**config.mk**
```make
export PLATFORM = sky130hd
export DESIGN_NAME = noc_axi4_bridge_deser
export DESIGN_NICKNAME = d
export VERILOG_FILES = /design/src/rtl/noc_axi4_bridge_deser.sv
export SDC_FILE = /design/constraint.sdc
export NUM_CORES = 1
export LEC_CHECK = 0
export BUFFER_PORTS_ARGS = -buffer_cell sky130_fd_sc_hd__buf_2
export CAP_MARGIN = 20
export CORE_AREA = 2 2 297 299
export CTS_BUF_LIST = sky130_fd_sc_hd__clkbuf_2 sky130_fd_sc_hd__clkbuf_4 sky130_fd_sc_hd__clkbuf_8
export CTS_CLUSTER_SIZE = 8
export DETAILED_ROUTE_END_ITERATION = 12
export DIE_AREA = 0 0 299 301
export GPL_TIMING_DRIVEN = 0
export PLACE_DENSITY_LB_ADDON = 0.3
export RECOVER_POWER = 100
export SLEW_MARGIN = 20
export SYNTH_ARGS = -nofsm -noshare
export SYNTH_HDL_FRONTEND = slang
export SYNTH_SLANG_ARGS = --single-unit
```
**constraint.sdc**
```tcl
create_clock -name clk -period 8.35 [get_ports clk]
set_clock_uncertainty 0.05 [all_clocks]
set_input_delay 0.4175 -clock clk [delete_from_list [all_inputs] [get_ports clk]]
set_output_delay 0.4175 -clock clk [all_outputs]
set_load 0.05 [all_outputs]
```
**src/rtl/noc_axi4_bridge_deser.sv**
```systemverilog
// Receive-side deserializer of the NoC<->AXI4 bridge: gathers header and payload
// flits of one request packet and presents them as a single handshaked beat.
//
// state       | meaning
// RECV_HEADER | collecting header flits; flit 0 carries the message length
// RECV_DATA   | collecting payload flits into AXI-width data slots
// SEND        | complete packet held on the outputs until out_rdy
module noc_axi4_bridge_deser #(
  parameter int SWAP_ENDIANESS = 0,
  parameter int NOC_W          = 64,
  parameter int AXI_W          = 512,
  parameter int HDR_FLITS      = 3,
  parameter int MSG_LEN_LSB    = 22,
  parameter int MSG_LEN_W      = 8
) (
  input  logic                       clk,
  input  logic                       rst_n,
  input  logic [NOC_W-1:0]           flit_in,
  input  logic                       flit_in_val,
  output logic                       flit_in_rdy,
  output logic [HDR_FLITS*NOC_W-1:0] header_out,
  output logic [AXI_W-1:0]           data_out,
  output logic                       out_val,
  input  logic                       out_rdy
);

  localparam int SLOTS = AXI_W / NOC_W;
  localparam int HIW   = (HDR_FLITS > 1) ? $clog2(HDR_FLITS) : 1;
  localparam int DIW   = $clog2(SLOTS) + 1;
  localparam int NB    = NOC_W / 8;

  typedef enum logic [1:0] {
    RECV_HEADER,
    RECV_DATA,
    SEND
  } state_t;

  state_t               state;
  logic [NOC_W-1:0]     hdr_mem [HDR_FLITS];
  logic [NOC_W-1:0]     dat_mem [SLOTS];
  logic [MSG_LEN_W-1:0] remaining;
  logic [HIW-1:0]       hdr_idx;
  logic [DIW-1:0]       dat_idx;
  logic [MSG_LEN_W-1:0] msg_len;
  logic [NOC_W-1:0]     flit_data;

  assign msg_len     = flit_in[MSG_LEN_LSB +: MSG_LEN_W];
  assign flit_in_rdy = (state != SEND);
  assign out_val     = (state == SEND);

  always_comb begin
    flit_data = flit_in;
    if (SWAP_ENDIANESS != 0) begin
      for (int b = 0; b < NB; b++) begin
        flit_data[b*8 +: 8] = flit_in[(NB-1-b)*8 +: 8];
      end
    end
  end

  // hdr_idx == 0 marks "next accepted flit is flit 0 of a new packet"
  always_ff @(posedge clk) begin
    if (!rst_n) begin
      state     <= RECV_HEADER;
      remaining <= '0;
      hdr_idx   <= '0;
      dat_idx   <= '0;
      for (int k = 0; k < HDR_FLITS; k++) hdr_mem[k] <= '0;
      for (int i = 0; i < SLOTS; i++) dat_mem[i] <= '0;
    end else begin
      case (state)
        RECV_HEADER: begin
          if (flit_in_val) begin
            if (hdr_idx == '0) begin
              for (int k = 1; k < HDR_FLITS; k++) hdr_mem[k] <= '0;
              for (int i = 0; i < SLOTS; i++) dat_mem[i] <= '0;
              hdr_mem[0] <= flit_in;
              remaining  <= msg_len;
              hdr_idx    <= HIW'(1);
              dat_idx    <= '0;
              if (msg_len == '0) begin
                state <= SEND;
              end else if (HDR_FLITS == 1) begin
                state <= RECV_DATA;
              end
            end else begin
              hdr_mem[hdr_idx] <= flit_in;
              remaining        <= remaining - 1'b1;
              if (remaining == MSG_LEN_W'(1)) begin
                state <= SEND;
              end else if (hdr_idx == HIW'(HDR_FLITS - 1)) begin
                state <= RECV_DATA;
              end else begin
                hdr_idx <= hdr_idx + 1'b1;
              end
            end
          end
        end

        RECV_DATA: begin
          if (flit_in_val) begin
            // payload beyond the AXI width is consumed but dropped
            if (dat_idx < DIW'(SLOTS)) begin
              dat_mem[dat_idx[DIW-2:0]] <= flit_data;
              dat_idx                   <= dat_idx + 1'b1;
            end
            if (remaining != '0) begin
              remaining <= remaining - 1'b1;
            end
            if (remaining <= MSG_LEN_W'(1)) begin
              state <= SEND;
            end
          end
        end

        SEND: begin
          if (out_rdy) begin
            state   <= RECV_HEADER;
            hdr_idx <= '0;
          end
        end

        default: state <= RECV_HEADER;
      endcase
    end
  end

  for (genvar k = 0; k < HDR_FLITS; k++) begin : g_hdr
    assign header_out[k*NOC_W +: NOC_W] = hdr_mem[k];
  end

  for (genvar i = 0; i < SLOTS; i++) begin : g_dat
    assign data_out[i*NOC_W +: NOC_W] = dat_mem[i];
  end

endmodule

```
==> summary.md, run 1 <==
| Metric | Value |
|---|---|
| Chip Height | `301 µm` |
| TritonCTS Buffers | `121` |
| Die W | `299 µm` |
| DP HPWL | `70110 µm` |
| Die Area | `90000 µm²` |
| Hold worst-path end | `hdr_idx[1]` |
| PnR worst setup slack | `2.769 ns` |
| Least-Margin Pin Slew | `2.612 ns` |
| FF-to-FF End | `hdr_mem[1][21]` |
| Core Box Area | `86480 µm²` |
| Worst reg2reg setup slack | `2.77 ns` |
| Min-delay src | `hdr_idx[1]` |
| Max Fclk | `179.2 MHz` |
| Synthesized instance count | `1717` |
| Internal | `0.007296 W` |
| CP max FO | `38` |
| Final Net Count | `2784` |
| Crit Path Category | `register to register` |
| # resized after CTS | `0` |
| Pins Over Slew Limit | `257` |
| Flop pwr share | `40.1%` |
| CTS tree | `built` |
| Vias in the first global route | `18600` |
| Clock Sinks | `720` |
| Clock share of power | `23.8%` |
| Ports | `774` |
| Final setup vio count | `0` |
| P&R area growth vs syn | `28.02%` |
| Avg Vias per Cell | `4.597` |
| Reg clk slew, reported paths | `0.06 ns` |
| Final worst-path cycle share | `66.84%` |
| Seq/Total Area, Yosys | `78.38%` |
| Final Util | `40.53%` |
| DRC viols | `0` |
| RR Startpoint | `hdr_idx[0]` |
| CTS Root Cell | `clkbuf_8` |
| Maximum vdd drop | `174.4 µV` |
| Vias | `18280` |
| Fin crit period | `5.581 ns` |
| Post-Place Setup Slack | `4.368 ns` |
| Overall routing resource usage | `20.88%` |
| Hold Path Cell Cnt | `2` |
| Worst-Skew Late Latency | `0.76 ns` |
| Total Routed Length | `97750 µm` |
| Synth cell types | `49` |
| P_leak | `13.07 nW` |
| Status | `complete, but fails checks` |
| WP data required | `8.61 ns` |
| Site Rows | `108` |
| Final Hold Viols | `0` |
| Placement Cell Area | `33600 µm²` |
| First-pass GRT wire length | `133600 µm` |
| Final ANT Viol Nets | `0` |
| Port bufs | `773` |
| Post-CTS Setup Repair Bufs | `0` |
| Warnings, synthesis | `0` |
| Min-Delay Path Class | `register to register` |
| Post-synth EDFFs | `704` |
| Slew headroom | `-74.14%` |
| Max clock buf depth | `3` |
| 1st-pass router iterations | `7` |
| R2r worst-path depth | `8` |
| Psw | `0.005988 W` |
| Cell area power density | `379.0 nW/µm²` |
| Area of the multi-input gates | `5235 µm²` |
| Final Power | `0.01328 W` |
| Filler cell count | `8407` |
| Routed len/inst | `24.58 µm` |
| RSZ-0062 raised after global routing | `false` |
| Grt ovf | `0` |
| H-tree levels | `3` |
| Synthesized area per cell | `15.95 µm²` |
| Share of post-route cells with drive strength above 1 | `9.395%` |
| Sw Ratio | `45.07%` |
| CP endpoint kind | `register` |
| Failing checks | `max-capacitance violations, max-slew violations` |
| CP arrival | `5.84 ns` |
| Yosys reg bits | `720` |
| Ys flop type | `edfxtp_1` |
| Combinational power share | `36.2%` |
| Initial DRC count | `1405` |
| Placer Congestion | `0.8088` |
| Startpoint class of the critical path | `register` |
| Initial Utilization | `31.66%` |
| Max-capacitance violation count | `15` |
| Post-Syn Area | `27380 µm²` |
| Initial antenna violation count | `14` |
| Post-layout instance area | `35050 µm²` |
| Largest net degree at the start of global routing | `39` |
| Syn nets | `1791` |
| Fraction of registers with async set/reset | `0%` |
| Reg area | `21460 µm²` |
==> Yosys cell counts, types with 4 or more instances <==
| cell | number | share of area [%] |
|---|---|---|
| clkbuf_1 | 140 | 1.9 |
| or3_1 | 4 | 0.091 |
| buf_2 | 6 | 0.11 |
| clkbuf_2 | 6 | 0.11 |
| buf_4 | 5 | 0.14 |
| nand3_1 | 4 | 0.073 |
| and3_1 | 128 | 2.9 |
| nand2b_1 | 10 | 0.23 |
| nor2_1 | 10 | 0.14 |
| inv_1 | 7 | 0.096 |
| and2_1 | 579 | 13 |
| dfxtp_1 | 16 | 1.2 |
| edfxtp_1 | 704 | 77 |
| o21ai_0 | 11 | 0.20 |
| nand2_1 | 13 | 0.18 |
| ha_1 | 6 | 0.27 |
| a21oi_1 | 13 | 0.24 |
| a211oi_1 | 5 | 0.14 |
| o32ai_1 | 5 | 0.16 |
==> placed cells by master (no fill, tap or decap), types with 3 or more instances in the layout <==
cell | netlist | layout
or3_1 | 4 | 4
diode_2 | 0 | 11
edfxtp_1 | 704 | 704
mux2i_1 | 3 | 3
and3_1 | 128 | 128
clkbuf_1 | 140 | 887
a211oi_1 | 5 | 5
o32ai_1 | 5 | 5
nor3_1 | 3 | 5
clkinv_1 | 0 | 38
nor2b_1 | 2 | 3
and2_0 | 0 | 336
bufinv_16 | 0 | 5
buf_2 | 6 | 68
nand2b_1 | 10 | 10
clkbuf_8 | 0 | 123
nand2_1 | 13 | 13
and2_1 | 579 | 243
a21oi_1 | 13 | 13
o21ai_0 | 11 | 11
nor2_1 | 10 | 13
clkbuf_4 | 0 | 39
dlygate4sd3_1 | 0 | 67
dfxtp_1 | 16 | 16
nand3_1 | 4 | 4
ha_1 | 6 | 6
clkinv_2 | 0 | 12
inv_1 | 7 | 6
clkinv_8 | 0 | 3
==> worst max path at each step <==
| stage | from | endpoint | slack [ns] |
|---|---|---|---|
| after floorplan | flit_in_val | dat_mem[6][0] | 2.19 |
| after global placement | flit_in_val | dat_mem[3][33] | -2.75 |
| after detailed placement | flit_in_val | dat_mem[1][56] | 4.37 |
| after CTS | state[1] | dat_mem[1][56] | 4.47 |
| after global routing | hdr_idx[0] | hdr_mem[1][21] | 2.34 |
| final | hdr_idx[0] | hdr_mem[1][21] | 2.77 |
==> critical path: stages (launching register included) <==
cell      delay, ns
dfxtp_1        0.35
inv_1          0.09
ha_1           0.24
nor3_1         0.42
clkbuf_1       0.47
clkbuf_1       0.33
nand2_1        0.10
nand2_1        1.09
clkbuf_1       1.91
==> state kept, by name (all words and copies together), names as in the netlist <==
signal and cells:
state 2, hdr_mem 192, remaining 8, hdr_idx 2, dat_idx 4, dat_mem 512
==> cell type report <==
cell class / instances / area share, %
repair buffers: 870 / 10.98
multi-input cells: 833 / 14.94
diodes: 11 / 0.07853
inverters: 7 / 0.07853
clock buffers: 162 / 5.665
plain buffers: 157 / 1.688
well taps: 1155 / 4.123
flip-flops and latches: 720 / 61.23
clock inverters: 61 / 1.224
==> stage by stage <==
step	hold WS (ns)	std cells	TNS (ns)
4_1_cts	0.3490	3965	0
3_5_place_dp	0.4258	3675	0
3_3_place_gp	0.4251	3645	-784.90
2_1_floorplan	0.4045	1717	0
5_1_grt	0.3914	3968	0
6_report	0.4351	3976	0
==> power groups by stage <==
stage / Sequential, W / Combinational [W] / Clock [W]
after detailed placement: 0.00532 / 0.00526 / 0
after CTS: 0.00526 / 0.00529 / 0.00323
final: 0.00532 / 0.00480 / 0.00316
after global routing: 0.00540 / 0.00496 / 0.00337
after global placement: 0.00555 / 0.00492 / 0
after floorplan: 0.00817 / 0.000725 / 0
==> cell families (layout without fill, tap and decap cells) <==
group	after synthesis	in the layout	synth area share [%]
AND/OR/NAND/NOR	770	770	17.49
flip-flops	720	720	78.38
buffers and inverters	164	1257	2.372
AO/OA/AOI/OAI	52	52	1.312
adder cells (fa/ha/maj)	6	6	0.2742
multiplexers	3	3	0.1097
XOR/XNOR	2	2	0.06399
other	0	11	0
==> routing by layer <==
| metal | global-route usage, % | part of all wire (%) | vias up |
|---|---|---|---|
| met4 | 7.881 | 3.9 | 0 |
| met1 | 25.24 | 40 | 9028 |
| met3 | 5.274 | 7.7 | 195 |
| li1 | - | - | 8091 |
| met5 | 0 | 0 | - |
| met2 | 35.92 | 49 | 963 |
==> what timing repair did <==
item | in CTS | in global routing
hold endpoints to repair | 73 | 0
hold buffers | 67 | 0
setup endpoints to repair | 0 | 0
(Power assumes the default switching activity.)
==> run 2: changes to the inputs <==
- CORE_AREA: 2 2 297 299 -> 2 2 303 305
- DIE_AREA: 0 0 299 301 -> 0 0 305 307
- clock period: 8.35 -> 4.8 ns (I/O delays scaled with it)
==> run 2 against run 1 <==
  * The run still ends with max-capacitance violations, max-slew violations left
  * Clock power is 68% higher
  * Routed wire length grew 0.54%
  * Total power increased by 73%
  * Die area rose by 4.0%
  * Critical endpoint unchanged
  * Highest routed layer is now met5
==> summary.md, run 2 (synthesis results as in run 1) <==
| Metric | Value |
|---|---|
| CP Buf/Inv Count | `4` |
| Core Box Area | `90690 µm²` |
| CP max FO | `44` |
| Chip Height | `307 µm` |
| Combinational power share | `36.8%` |
| Max reg flops | `512` |
| Final ANT Viol Nets | `0` |
| Least-Margin Pin Slew | `2.416 ns` |
| Final worst-path cycle share | `90.18%` |
| Met2 Wirelength | `48640 µm` |
| H-tree levels | `3` |
| Slowest stage delay, CP | `0.96 ns` |
| Cell area power density | `653.5 nW/µm²` |
| Hold Path Cell Cnt | `3` |
| Metal-1 WL | `38850 µm` |
| Final Power | `0.02297 W` |
| Initial Utilization | `30.19%` |
| Filler cell count | `8881` |
| DRC viols | `0` |
| Startpoint class of the critical path | `register` |
| Sw Ratio | `45.04%` |
| First-pass GRT wire length | `134500 µm` |
| Initial antenna violation count | `7` |
| R2r worst-path depth | `8` |
| Status | `complete, but fails checks` |
| Placer Congestion | `0.8120` |
| Cell Chain, Critical Path | `inv_1 > ha_1 > nor3_1 > clkbuf_1 > clkbuf_1 > nand2_1 > nand2_1 > buf_16` |
| Biggest register | `dat_mem` |
| Clock share of power | `23.1%` |
| Final setup vio count | `0` |
| CP endpoint kind | `register` |
| Port bufs | `773` |
| Overall routing resource usage | `20.29%` |
| Die Area | `93640 µm²` |
| Site Rows | `111` |
| Reg clk slew, reported paths | `0.06 ns` |
| Largest net degree at the start of global routing | `45` |
| Worst-Skew Late Latency | `0.76 ns` |
| CP top delay family | `simple AND/OR/NAND/NOR gates` |
| Fin crit period | `4.328 ns` |
| Maximum vdd drop | `336.0 µV` |
| RSZ-0062 raised after global routing | `false` |
| 1st-pass router iterations | `5` |
| Slew headroom | `-61.63%` |
| Die W | `305 µm` |
| CTS tree | `built` |
| CTS Root Cell | `clkbuf_8` |
| DP HPWL | `70500 µm` |
| Vias in the first global route | `18430` |
| RR Startpoint | `hdr_idx[0]` |
| Max-capacitance violation count | `6` |
| Clock Sinks | `720` |
| Pins Over Slew Limit | `92` |
| Final Util | `38.76%` |
| Vias | `18100` |
| WP data required | `5.15 ns` |
| Flop pwr share | `40.1%` |
| Ports | `774` |
| Avg Vias per Cell | `4.536` |
| Total Routed Length | `98280 µm` |
| Min-Delay Path Class | `input port to register` |
| WP depth | `8` |
| Share of post-route cells with drive strength above 1 | `9.993%` |
| Most frequent cells in the layout | `clkbuf_1, edfxtp_1, and2_0, and2_1, and3_1` |
| Psw | `0.01035 W` |
| Failing checks | `max-capacitance violations, max-slew violations` |
| Initial DRC count | `1458` |
| Worst Setup SP | `hdr_idx[0]` |
| TritonCTS Buffers | `117` |
| CP Capture Point | `hdr_mem[1][21]` |
| Max clock buf depth | `3` |
| Worst reg2reg setup slack | `0.47 ns` |
| Largest registers | `dat_mem: 512 flops, hdr_mem: 192 flops, remaining: 8 flops` |
| Max layer used | `met5` |
| Final Net Count | `2783` |
| P&R area growth vs syn | `28.39%` |
| Grt ovf | `0` |
| Max Fclk | `231.0 MHz` |
| FF-to-FF End | `hdr_mem[1][21]` |
| Internal | `0.01263 W` |
| Crit Path Category | `register to register` |
| Final Hold Viols | `0` |
| CP arrival | `4.68 ns` |
| P_leak | `13.12 nW` |
| CP max-delay cell | `nand2_1` |
| Post-CTS Setup Repair Bufs | `0` |
| Commonest non-fill, non-tap cell in the layout | `clkbuf_1` |
| Met3 WL | `7377 µm` |
| Routed len/inst | `24.63 µm` |
[run 2: cell count changes in the layout (fill, tap and decap cells not counted), sizes merged, moves of 3 or more]
| cell | change |
|---|---|
| diode | -9 |
| bufinv | -3 |
| clkbuf | +5 |
| buf | +7 |
| clkinv | -24 |
[run 2: repair_timing]
item,in CTS,in global routing
hold endpoints to repair,87,0
hold buffers,69,0
gates resized for setup,0,0
setup endpoints to repair,0,0
[run 2: how the worst min path moves through the flow]
stage / start / endpoint / slack [ns]
2_1_floorplan: rst_n / remaining[2] / 0.34
4_1_cts: flit_in[31] / hdr_mem[2][31] / 0.16
3_5_place_dp: hdr_idx[1] / hdr_idx[1] / 0.43
6_report: flit_in[31] / hdr_mem[2][31] / 0.28
3_3_place_gp: hdr_idx[0] / hdr_idx[0] / 0.43
5_1_grt: flit_in[32] / hdr_mem[2][32] / 0.22
[run 2: final cells by class]
cell class,count,area [µm²],share of cell area [%]
flip-flops and latches,720,21460,61.05
multi-input cells,833,5253,14.94
well taps,1186,1484,4.221
clock inverters,37,242.7,0.6905
plain buffers,157,591.8,1.684
inverters,7,26.28,0.07474
clock buffers,175,2052,5.837
diodes,2,5.005,0.01424
repair buffers,873,4039,11.49
[run 2: per-layer routing]
| metal | vias up | track usage [%] |
|---|---|---|
| met3 | 162 | 4.562 |
| met4 | 2 | 8.566 |
| met2 | 882 | 34.59 |
| met5 | - | 0 |
| met1 | 8978 | 24.77 |
| li1 | 8073 | - |
[run 2: worst reg2reg max path, stage by stage, from the launching register on]
cell	delay (ns)
dfxtp_1	0.36
inv_1	0.09
ha_1	0.25
nor3_1	0.75
clkbuf_1	0.54
clkbuf_1	0.47
nand2_1	0.11
nand2_1	0.96
buf_16	0.32
[run 2: per-stage QoR]
step	setup TNS, ns	instances	hold WS, ns	setup WS [ns]	area (µm²)
floorplan	-479.40	1717	0.3441	-1.319	27380
global route	0	3989	0.2247	0.3652	35150
detailed placement	0	3707	0.4325	0.8545	33660
CTS	0	3988	0.1628	0.8168	36640
global placement	-2330.85	3676	0.4266	-5.634	32730
finish	0	3990	0.2843	0.4716	35150
[run 2: power groups by stage]
stage / registers, W / clock network (W) / logic [W]
3_3_place_gp: 0.00964 / 0 / 0.00857
2_1_floorplan: 0.0142 / 0 / 0.00126
5_1_grt: 0.00933 / 0.00568 / 0.00874
3_5_place_dp: 0.00924 / 0 / 0.00914
4_1_cts: 0.00914 / 0.00542 / 0.00921
6_report: 0.00921 / 0.00531 / 0.00846
